<file path="config.mk">
export PLATFORM = sky130hd
export DESIGN_NAME = dmem_arbiter_flat
export DESIGN_NICKNAME = d
export VERILOG_FILES = /design/src/rtl/dmem_arbiter_if.sv /design/src/rtl/dmem_arbiter.sv /design/src/flat_wrapper.sv
export SDC_FILE = /design/constraint.sdc
export NUM_CORES = 1
export LEC_CHECK = 0
export CAP_MARGIN = 20
export CORE_MARGIN = 4
export CORE_UTILIZATION = 36
export DETAILED_ROUTE_END_ITERATION = 8
export PLACE_DENSITY = 0.75
export SYNTH_ARGS = -nofsm -noshare
export SYNTH_HDL_FRONTEND = slang
export SYNTH_SLANG_ARGS = --single-unit
</file>
<file path="constraint.sdc">
create_clock -name clk -period 1.9 [get_ports clk]
set_input_delay 0.38 -clock clk [delete_from_list [all_inputs] [get_ports clk]]
set_output_delay 0.38 -clock clk [all_outputs]
set_load 0.05 [all_outputs]
</file>
<file path="src/rtl/dmem_arbiter_if.sv">
// Requester/dmem bus shared by the two dmem ports and the data memory.
// The slave modport is the arbiter's view; master is the environment's view.
interface dmem_arbiter_if #(
   parameter int DWIDTH = 4
);
   logic [1:0]        req;
   logic [1:0]        we;
   logic [DWIDTH-1:0] adr0;
   logic [DWIDTH-1:0] adr1;
   logic [DWIDTH-1:0] wd0;
   logic [DWIDTH-1:0] wd1;
   logic [1:0]        gnt;
   logic [1:0]        rvalid;
   logic [DWIDTH-1:0] rdata;
   logic              mem_we;
   logic [DWIDTH-1:0] mem_adr;
   logic [DWIDTH-1:0] mem_wd;
   logic [DWIDTH-1:0] mem_rd;

   modport slave (
      input  req, we, adr0, adr1, wd0, wd1, mem_rd,
      output gnt, rvalid, rdata, mem_we, mem_adr, mem_wd
   );

   modport master (
      output req, we, adr0, adr1, wd0, wd1, mem_rd,
      input  gnt, rvalid, rdata, mem_we, mem_adr, mem_wd
   );
endinterface

</file>
<file path="src/rtl/dmem_arbiter.sv">
// Round-robin arbiter sharing a single-port dmem between the CPU (port 0) and
// the loader/debug port (port 1), with a bounded burst and registered read return.
module dmem_arbiter #(
   parameter int DWIDTH    = 4,
   parameter int MAX_BURST = 4
) (
   input  logic           clk,
   input  logic           reset,
   dmem_arbiter_if.slave  bus
);

   localparam int             CW        = $clog2(MAX_BURST + 1);
   localparam logic [CW-1:0]  BURST_MAX = CW'(MAX_BURST);
   localparam logic [CW-1:0]  BURST_ONE = CW'(1);

   typedef enum logic [0:0] {
      IDLE  = 1'b0,
      SERVE = 1'b1
   } state_t;

   state_t            state_r;
   state_t            state_nxt_s;
   logic              owner_r;
   logic              owner_nxt_s;
   logic              last_r;
   logic              last_nxt_s;
   logic [CW-1:0]     burst_cnt_r;
   logic [CW-1:0]     burst_nxt_s;
   logic [1:0]        rvalid_r;
   logic [DWIDTH-1:0] rdata_r;

   logic              req_own_s;
   logic              req_oth_s;
   logic [1:0]        gnt_s;
   logic              mem_we_s;
   logic [DWIDTH-1:0] mem_adr_s;
   logic [DWIDTH-1:0] mem_wd_s;

   function automatic logic [1:0] port_onehot(input logic port);
      return port ? 2'b10 : 2'b01;
   endfunction

   // Dmem pins and grant follow the owner's live inputs while serving.
   always_comb begin
      gnt_s     = 2'b00;
      mem_we_s  = 1'b0;
      mem_adr_s = '0;
      mem_wd_s  = '0;
      if (state_r == SERVE) begin
         gnt_s     = port_onehot(owner_r);
         mem_we_s  = bus.we[owner_r];
         mem_adr_s = owner_r ? bus.adr1 : bus.adr0;
         mem_wd_s  = owner_r ? bus.wd1  : bus.wd0;
      end else begin
         gnt_s     = 2'b00;
         mem_we_s  = 1'b0;
      end
   end

   // Next-state logic: selection from IDLE, burst accounting and hand-over in SERVE.
   always_comb begin
      state_nxt_s = state_r;
      owner_nxt_s = owner_r;
      last_nxt_s  = last_r;
      burst_nxt_s = burst_cnt_r;
      req_own_s   = bus.req[owner_r];
      req_oth_s   = bus.req[~owner_r];
      case (state_r)
         IDLE: begin
            if (bus.req != 2'b00) begin
               state_nxt_s = SERVE;
               burst_nxt_s = BURST_ONE;
               // On a tie the port that was not served last wins.
               if (bus.req == 2'b11) begin
                  owner_nxt_s = ~last_r;
               end else begin
                  owner_nxt_s = bus.req[1];
               end
            end else begin
               state_nxt_s = IDLE;
            end
         end
         SERVE: begin
            if (req_oth_s && (!req_own_s || (burst_cnt_r == BURST_MAX))) begin
               owner_nxt_s = ~owner_r;
               burst_nxt_s = BURST_ONE;
               last_nxt_s  = owner_r;
            end else if (req_own_s) begin
               if (burst_cnt_r != BURST_MAX) begin
                  burst_nxt_s = burst_cnt_r + BURST_ONE;
               end else begin
                  burst_nxt_s = BURST_MAX;
               end
            end else begin
               state_nxt_s = IDLE;
               last_nxt_s  = owner_r;
            end
         end
         default: begin
            state_nxt_s = IDLE;
         end
      endcase
   end

   // Arbitration state registers.
   always_ff @(posedge clk or negedge reset) begin
      if (!reset) begin
         state_r     <= IDLE;
         owner_r     <= 1'b0;
         last_r      <= 1'b1;
         burst_cnt_r <= '0;
      end else begin
         state_r     <= state_nxt_s;
         owner_r     <= owner_nxt_s;
         last_r      <= last_nxt_s;
         burst_cnt_r <= burst_nxt_s;
      end
   end

   // Read return: capture dmem data at the end of a granted read.
   always_ff @(posedge clk or negedge reset) begin
      if (!reset) begin
         rvalid_r <= 2'b00;
         rdata_r  <= '0;
      end else if ((state_r == SERVE) && !bus.we[owner_r]) begin
         rvalid_r <= port_onehot(owner_r);
         rdata_r  <= bus.mem_rd;
      end else begin
         rvalid_r <= 2'b00;
         rdata_r  <= rdata_r;
      end
   end

   assign bus.gnt     = gnt_s;
   assign bus.mem_we  = mem_we_s;
   assign bus.mem_adr = mem_adr_s;
   assign bus.mem_wd  = mem_wd_s;
   assign bus.rvalid  = rvalid_r;
   assign bus.rdata   = rdata_r;

endmodule
</file>
<file path="src/flat_wrapper.sv">
// flat-port wrapper written by rule: the top's interface ports become plain ports
module dmem_arbiter_flat 
#(
   parameter int DWIDTH    = 4,
   parameter int MAX_BURST = 4
)
  (clk, reset, bus_req, bus_we, bus_adr0, bus_adr1, bus_wd0, bus_wd1, bus_mem_rd, bus_gnt, bus_rvalid, bus_rdata, bus_mem_we, bus_mem_adr, bus_mem_wd);
  dmem_arbiter_if #(.DWIDTH(DWIDTH)) bus_i ();
  input  logic clk;
  input  logic reset;
  input wire logic [$bits(bus_i.req)-1:0] bus_req;
  input wire logic [$bits(bus_i.we)-1:0] bus_we;
  input wire logic [$bits(bus_i.adr0)-1:0] bus_adr0;
  input wire logic [$bits(bus_i.adr1)-1:0] bus_adr1;
  input wire logic [$bits(bus_i.wd0)-1:0] bus_wd0;
  input wire logic [$bits(bus_i.wd1)-1:0] bus_wd1;
  input wire logic [$bits(bus_i.mem_rd)-1:0] bus_mem_rd;
  output wire logic [$bits(bus_i.gnt)-1:0] bus_gnt;
  output wire logic [$bits(bus_i.rvalid)-1:0] bus_rvalid;
  output wire logic [$bits(bus_i.rdata)-1:0] bus_rdata;
  output wire logic [$bits(bus_i.mem_we)-1:0] bus_mem_we;
  output wire logic [$bits(bus_i.mem_adr)-1:0] bus_mem_adr;
  output wire logic [$bits(bus_i.mem_wd)-1:0] bus_mem_wd;
  assign bus_i.req = bus_req;
  assign bus_i.we = bus_we;
  assign bus_i.adr0 = bus_adr0;
  assign bus_i.adr1 = bus_adr1;
  assign bus_i.wd0 = bus_wd0;
  assign bus_i.wd1 = bus_wd1;
  assign bus_i.mem_rd = bus_mem_rd;
  assign bus_gnt = bus_i.gnt;
  assign bus_rvalid = bus_i.rvalid;
  assign bus_rdata = bus_i.rdata;
  assign bus_mem_we = bus_i.mem_we;
  assign bus_mem_adr = bus_i.mem_adr;
  assign bus_mem_wd = bus_i.mem_wd;
  dmem_arbiter #(.DWIDTH(DWIDTH), .MAX_BURST(MAX_BURST)) u_core (.clk(clk), .reset(reset), .bus(bus_i));
endmodule
</file>
### Word-level counts from Yosys, hierarchy flattened

Cells that the tools add are included.

* input bits: 26
* output and inout bits: 17
* flip-flop bits (word level): 12

* add/sub/neg operators: 1
* multiplexer cells: 29
* bitwise gates (word level): 3
* order comparisons: 2
* equality and inequality tests: 7
* reduce and logical (&&, ||, !) cells: 9

Operators with widths (number)
* $mux W4: 4
* $mux W1: 15
* $mux W3: 4
* $mux W2: 3
* $ne A3 B3 Y1 const B: 2
* $pmux W3 S2: 1
* $reduce_and A2 Y1: 3
* $lt A1 B2 Y1 const B: 2
* $ne A2 B2 Y1 const B: 2
* $pmux W1 S2: 2
* $add A3 B1 Y3 const B: 1
* $eq A3 B3 Y1 const B: 1
* $not A1 Y1: 3
* $eq A2 B2 Y1 const B: 1
* $logic_and A1 B1 Y1: 2
* $logic_not A1 Y1: 2
* $ne A2 B1 Y1 const B: 1
* $reduce_bool A2 Y1: 1
* $logic_or A1 B1 Y1: 1

### Depth between registers and ports, before layout

Gate-level depths: netlist (run 1).

* depth in word-level cells: 7
* gate-level depth with buffers: 5
* depth with buffers taken out: 5

### Least setup slack after synthesis (run 1)

No wires, ideal clock.

* path type: reg-to-output
* start point: register u_core.owner_r
* end point: output bus_mem_adr[0]
* slack: 0.069 ns
* cell stages (with the launch flop): 5
* path buffers: 2
* data arrival time: 1.451 ns
* cell sequence: dfrtp_1 > buf_6 > buf_2 > mux2i_1 > nor2_1

* word-level cells in the longest chain between the ends: 2

RTL lines
* start: declaration: line dmem_arbiter.sv:23 `logic owner_r;`
* start signal: assignment: line dmem_arbiter.sv:114 `owner_r <= owner_nxt_s;`
* $mux W4: line dmem_arbiter.sv:52 `mem_adr_s = owner_r ? bus.adr1 : bus.adr0;`
* $mux W4: line dmem_arbiter.sv:49 `if (state_r == SERVE) begin`
* end: declaration: line flat_wrapper.sv:22 `output wire logic [$bits(bus_i.mem_adr)-1:0] bus_mem_adr;`

No other way between the ends.

### Worst setup path in the final report (run 1)

* start point: register u_core.owner_r
* end point: output bus_mem_adr[2]

Same word-level chain as after synthesis.

==> summary.md, run 1 <==
| Metric | Value |
|---|---|
| Outcome | completed |
| Hold crit path type | in -> async |
| Critical Path, Cell by Cell | buf_4 -> mux2i_1 -> nor2_1 -> buf_12 |
| GRT overflow | 0 |
| Final setup vio count | 0 |
| Slew Viols, Final | 0 |
| Mapped Cells | 76 |
| Register area | between 300 and 400 um2 |
| CTS tree | yes |
| Largest net degree at the start of global routing | 15 |
| FMAX | around 550 MHz |
| Core ar. | ~1800 um2 |
| Inserted Clock Buffers | 3 |
| Dpl ws | approximately 0.12 ns |
| Clk sinks | 12 |
| Vert. Die Dim | roughly 53 um |
| CP Capture Type | primary output |
| DR vias | between 700 and 800 |
| DRC viols | 0 |
| Antenna viol nets, final | 0 |
| First-pass GRT wire length | between 3 and 4 mm |
| Io pins | 43 |
| Max VDD drop | 399 uV |
| CTS H-tree depth | 1 |
| Critical path's top delay family | flip-flops |
| Worst EP required | ~1.5 ns |
| Mapped Avg Cell Area | between 9 and 10 um2 |
| Worst-margin pin slew | 0.513 ns |
| Design Power | between 1 and 1.5 mW |
| I/O Buffers | 42 |
| Initial core utilization | 0.399 |
| Synth warn | 0 |
| Antenna cells | 0 |
| Drt via density | 4.86 |
| Setup WS post-layout | between 0.08 and 0.09 ns |
| Final hold violations | 0 |
| Total leakage power | 0.607 nW |
| Max Buffers Root-to-Sink | 2 |
| Die Wd | ~53 um |
| Sequential fraction of the synthesis area | 0.416 |
| Layout Utilization | 0.730 |
| Synth Net Count | roughly 100 |
| Final cell count without fillers | roughly 150 |
| HPWL Detailed | 1.72 mm |
| Synth unique cells | 24 |
| Setup_tns | 0 ns |
| Routability cong. | just under 0.8 |
| Crit path DAT | around 1.4 ns |
| Mapped Area | about 730 um2 |
| Drt first pass iters | 4 |
| #FFs+latches synth | 12 |
| Power density cells | roughly 810 nW/um2 |
| Period utilisation layout | 0.957 |
| Crit-path max FO | 7 |
| Layout cells sized above 1 | 0.228 |
| Final worst clock skew | 0.00223 ns |
| Bufs and invs on worst path | 2 |
| MaxCap Viol Count | 0 |
| RSZ-0062 raised after global routing | true |
| Critical Path Max Stage Delay | 0.49 ns |
| Critical Path Start Type | flip-flop |
| CTS root buf | clkbuf_4 |
| Iter 0 DRT Violations | 10 |
| Routed WL | 2.10 mm |
| Initial antenna violation count | 0 |
| Number of global-route vias before repair | between 700 and 800 |
| Synth-to-Final Area Change | 83.1% |
| Crit-path slowest cell | dfrtp_2 |
| Final net count | 152 |
| Die area | around 2800 um2 |
| Crit Path Class | reg -> out |
| Clk slew on worst S/H paths | approximately 0.070 ns |
| Min cycle time layout | 1.82 ns |
| Slew HR | 0.657 |
| Num rows | 15 |
| Fillcell total | 130 |
| Placed Cells | roughly 140 |
| Drt wl/cell | about 14 um |
| Worst-Skew Late Latency | around 0.26 ns |
| Area of the multi-input gates | approximately 380 um2 |
| Total track usage | 0.164 |
[path summary, 6_finish.rpt]
kind / from / end / slack, ns / depth (start not counted)
min reg2reg: u_core.bus.rdata[1] / u_core.bus.rdata[1] / 0.51 / 1
min in group clk: u_core.bus.rdata[1] / u_core.bus.rdata[1] / 0.51 / 1
max: u_core.owner_r / bus_mem_adr[2] / 0.08 / 4
min: reset / u_core.bus.rdata[3] / 0.45 / 1
max reg2reg: u_core.owner_r / u_core.burst_cnt_r[2] / 0.43 / 3
max in group asynchronous: reset / u_core.owner_r / 1.08 / 1
[per-stage QoR]
| stage | area, um2 | hold WS, ns |
|---|---|---|
| 2_1_floorplan | 726 | 0.0844 |
| 3_3_place_gp | 1300 | 0.489 |
| 3_5_place_dp | 1300 | 0.494 |
| 4_1_cts | 1330 | 0.464 |
| 5_1_grt | 1330 | 0.477 |
| 6_report | 1330 | 0.452 |
[state kept, by name, indices dropped and copies added, names as in the netlist]
name,count
u_core.last_r,1
u_core.state_r,1
u_core.burst_cnt_r,3
u_core.bus.rvalid,2
u_core.owner_r,1
u_core.bus.rdata,4
[metal layers]
| layer | share of wire | vias up | wire length (um) | track usage |
|---|---|---|---|---|
| met5 | 0 | - | 0 | 0 |
| met3 | 0.061 | 4 | 127 | 0.0338 |
| met4 | 0.020 | 0 | 42 | 0.0766 |
| li1 | - | 355 | - | - |
| met1 | 0.38 | 336 | 787 | 0.173 |
| met2 | 0.54 | 24 | 1140 | 0.306 |
[cells by family after synthesis]
| logic type | count (synthesis) | share of synthesized area |
|---|---|---|
| adder cells (fa/ha/maj) | 2 | 0.0345 |
| multiplexers | 15 | 0.221 |
| flip-flops | 12 | 0.416 |
| AND/OR/NAND/NOR | 26 | 0.152 |
| AO/OA/AOI/OAI | 11 | 0.114 |
| buffers and inverters | 10 | 0.0638 |
[synthesized netlist by cell type]
cell type | instances | share of area
a22o_1 | 1 | 0.012
a22oi_1 | 1 | 0.010
buf_2 | 1 | 0.0069
inv_1 | 6 | 0.031
dfrtp_1 | 11 | 0.38
clkbuf_1 | 2 | 0.010
o21ai_0 | 2 | 0.014
mux2i_1 | 10 | 0.14
nand3b_1 | 1 | 0.010
buf_6 | 1 | 0.016
a21oi_1 | 2 | 0.014
ha_1 | 2 | 0.034
a31oi_1 | 2 | 0.017
mux2_2 | 4 | 0.062
nor2_1 | 15 | 0.078
a21o_1 | 1 | 0.010
nand3_1 | 4 | 0.028
dfstp_2 | 1 | 0.036
mux2_4 | 1 | 0.021
nor3_1 | 1 | 0.0069
a311oi_2 | 1 | 0.021
nor2b_1 | 1 | 0.0086
o221a_2 | 1 | 0.016
nand2_1 | 4 | 0.021
[layout make-up]
class | instances | share of cell area
inverters | 6 | 0.0169
clock buffers | 4 | 0.0198
multi-input cells | 54 | 0.284
repair buffers | 47 | 0.427
flip-flops and latches | 12 | 0.228
well taps | 25 | 0.0235
[placed cells by master, fill, tap and decap left out]
| cell type | n |
|---|---|
| dfrtp_2 | 1 |
| a22o_1 | 1 |
| a21o_1 | 1 |
| nand2_1 | 4 |
| nor2_1 | 15 |
| mux2_2 | 4 |
| dfstp_2 | 1 |
| o21ai_0 | 2 |
| clkbuf_1 | 1 |
| nor3_1 | 1 |
| mux2i_1 | 10 |
| nor2b_1 | 1 |
| nand3b_1 | 1 |
| buf_4 | 5 |
| a21oi_1 | 2 |
| dfrtp_1 | 10 |
| o221a_2 | 1 |
| inv_1 | 6 |
| clkbuf_4 | 3 |
| mux2_4 | 1 |
| nand3_1 | 4 |
| a31oi_1 | 2 |
| a311oi_2 | 1 |
| clkdlybuf4s50_1 | 31 |
| buf_12 | 11 |
| ha_1 | 2 |
| a22oi_1 | 1 |
[what timing repair did]
| action | 4_1_cts | 5_1_grt |
|---|---|---|
| gates cloned | 0 | 0 |
| hold buffers | 0 | 0 |
| resized for setup | 1 | 0 |
| endpoints found under the setup margin | 3 | 5 |
| buffers inserted | 0 | 0 |
[report_power, final]
| part | internal [mW] | switching (mW) | total [mW] |
|---|---|---|---|
| Sequential | 0.301 | 0.0350 | 0.336 |
| Clock | 0.0812 | 0.0778 | 0.159 |
| Combinational | 0.269 | 0.308 | 0.577 |
| Total | 0.651 | 0.420 | 1.07 |
Power figures use the tool's default switching activity.
==> run 2: changes to the inputs <==
--- a/config.mk
+++ b/config.mk
@@ -10,6 +10,7 @@
 export CORE_UTILIZATION = 36
 export DETAILED_ROUTE_END_ITERATION = 8
 export PLACE_DENSITY = 0.75
+export SETUP_SLACK_MARGIN = 0.15
 export SYNTH_ARGS = -nofsm -noshare
 export SYNTH_HDL_FRONTEND = slang
 export SYNTH_SLANG_ARGS = --single-unit
==> run 2 against run 1 <==
- maximum frequency grew 6.1%
- first-iteration DRC count grew 30%
- register-to-register slack got worse by 0.03 ns
- clock-buffer cell count did not move
- clock skew increased by 0.0040 ns
- wire length up 3.3%
- utilization is 3.4 points higher
- design area up 4.6%
- worst setup slack improved by 0.10 ns
- combinational power grew 2%
- sequential power shrank 1%
- critical path type unchanged
- global-route usage up 0.20 points
==> summary.md, run 2 (same netlist as run 1, synthesis figures left out) <==
| Metric | Value |
|---|---|
| Outcome | completed |
| Drt first pass iters | 4 |
| RSZ-0062 raised after global routing | true |
| Final net count | 154 |
| Setup WS post-layout | between 0.15 and 0.2 ns |
| Worst-Skew Late Latency | ~0.27 ns |
| Final cell count without fillers | 150 |
| Routed wl met2 | 1.19 mm |
| CTS H-tree depth | 1 |
| Worst-margin pin slew | between 0.5 and 0.6 ns |
| Area of the multi-input gates | 403 um2 |
| Dpl ws | approximately 0.14 ns |
| Met3 routed WL | 180 um |
| Drt wl/cell | approximately 14 um |
| Most common cell after layout, fill and taps aside | clkdlybuf4s50_1 |
| Total leakage power | 0.632 nW |
| Layout cells sized above 1 | 0.328 |
| Vert. Die Dim | approximately 53 um |
| Synth-to-Final Area Change | 91.6% |
| Placed Cells | about 140 |
| Critical Path Start Type | flip-flop |
| Worst EP required | ~1.5 ns |
| Largest net degree at the start of global routing | 19 |
| Final setup vio count | 0 |
| Design Power | 1.08 mW |
| Crit Path Class | reg -> out |
| CTS Hold Bufs | 0 |
| GRT overflow | 0 |
| Max VDD drop | 576 uV |
| Top routing layer used | met4 |
| Reg-to-Reg Start | u_core.owner_r |
| Iter 0 DRT Violations | 13 |
| First-pass GRT wire length | about 3.3 mm |
| Number of global-route vias before repair | between 700 and 800 |
| Inserted Clock Buffers | 3 |
| CP Capture Type | primary output |
| Crit path DAT | 1.33 ns |
| Max Buffers Root-to-Sink | 2 |
| Die Wd | approximately 53 um |
| Critical Path, Cell by Cell | clkinvlp_4 -> buf_4 -> nor2_2 -> buf_12 |
| Die area | 2800 um2 |
| CTS tree | yes |
| Drt via density | slightly above 5 |
| Num rows | 15 |
| Clk sinks | 12 |
| Initial antenna violation count | 0 |
| Hold crit path type | in -> async |
| MaxCap Viol Count | 0 |
| DRC viols | 0 |
| Routed WL | ~2.2 mm |
| Io pins | 43 |
| WL met1 | a little under 800 um |
| Initial core utilization | 0.399 |
| Fillcell total | between 100 and 150 |
| Register area | 303 um2 |
| I/O Buffers | 42 |
| Number of flip-flops in the largest register | 4 |
| Core ar. | 1820 um2 |
| Routability cong. | around 0.75 |
| Crit-path max FO | 4 |
| Final hold violations | 0 |
| Power density cells | about 800 nW/um2 |
| FMAX | 583 MHz |
| CP startpoint | u_core.state_r |
| Min cycle time layout | 1.71 ns |
| Clk slew on worst S/H paths | ~0.07 ns |
| Reg2reg setup slack | about 0.40 ns |
| Total track usage | 0.166 |
| Final worst clock skew | around 0.0062 ns |
| Crit-path slowest cell | dfrtp_2 |
| CTS root buf | clkbuf_4 |
| Setup_tns | 0 ns |
| Critical Path Max Stage Delay | around 0.41 ns |
| Period utilisation layout | 0.902 |
| Slew Viols, Final | 0 |
| Antenna cells | 0 |
| Antenna viol nets, final | 0 |
| Slew HR | 0.648 |
| Leading cell types in the layout, fill and taps excluded | 25 x clkdlybuf4s50_1, 13 x buf_12, 10 x nor2_2, 10 x mux2i_1, 10 x dfrtp_1 |
| DR vias | between 700 and 800 |
| HPWL Detailed | about 1.7 mm |
## run 2: cell count changes in the layout (fill, tap and decap cells not counted), sizes merged
cell	change
buf	+2
clkinvlp	+1
clkdlybuf4s50	-6
inv	-1
dlygate4sd2	+6
## run 2: power by group
| group | switching, mW | leakage, nW | total [mW] | internal [mW] |
|---|---|---|---|---|
| logic | 0.323 | 0.474 | 0.591 | 0.268 |
| clock network | 0.0806 | 0.0150 | 0.162 | 0.0813 |
| registers | 0.0303 | 0.143 | 0.331 | 0.301 |
| total | 0.434 | 0.632 | 1.08 | 0.650 |
## run 2: path summary, 6_finish.rpt
path                       depth (start not counted)               endpoint
setup reg to reg                                   4  u_core.burst_cnt_r[2]
hold / removal                                     1    u_core.bus.rdata[1]
min in group clk                                   1    u_core.bus.rdata[2]
max in group asynchronous                          1         u_core.state_r
setup / recovery                                   4          bus_mem_wd[1]
hold reg to reg                                    1    u_core.bus.rdata[2]
## run 2: critical path, delay by kind of cell (launching register included)
kind	cells	cell delay, ns
buffers and inverters	3	0.46
DFF	1	0.41
and+or+nand+nor	1	0.18
## run 2: metal layers
metal,GRT usage,vias up
met1,0.181,354
met5,0,-
met2,0.308,46
met4,0.0851,0
met3,0.0225,3
li1,-,359
## run 2: per-stage QoR
stage | hold WS [ns] | utilization | cell area (um2)
after floorplan | 0.0844 | - | 741
final | 0.452 | 0.764 | 1390
after global placement | 0.488 | 0.726 | 1320
after detailed placement | 0.493 | 0.726 | 1320
after global routing | 0.472 | 0.764 | 1390
after CTS | 0.461 | 0.754 | 1370
## run 2: repair_timing
item,CTS,global route
gates resized for setup,8,4
setup buffers,2,1
endpoints found under the setup margin,16,8
## run 2: cell type report
type / instances / area share
Timing Repair Buffer: 49 / 0.432
Multi-Input combinational cell: 54 / 0.290
Sequential cell: 12 / 0.218
Tap cell: 25 / 0.0225
Clock buffer: 4 / 0.0189
Inverter: 6 / 0.0189
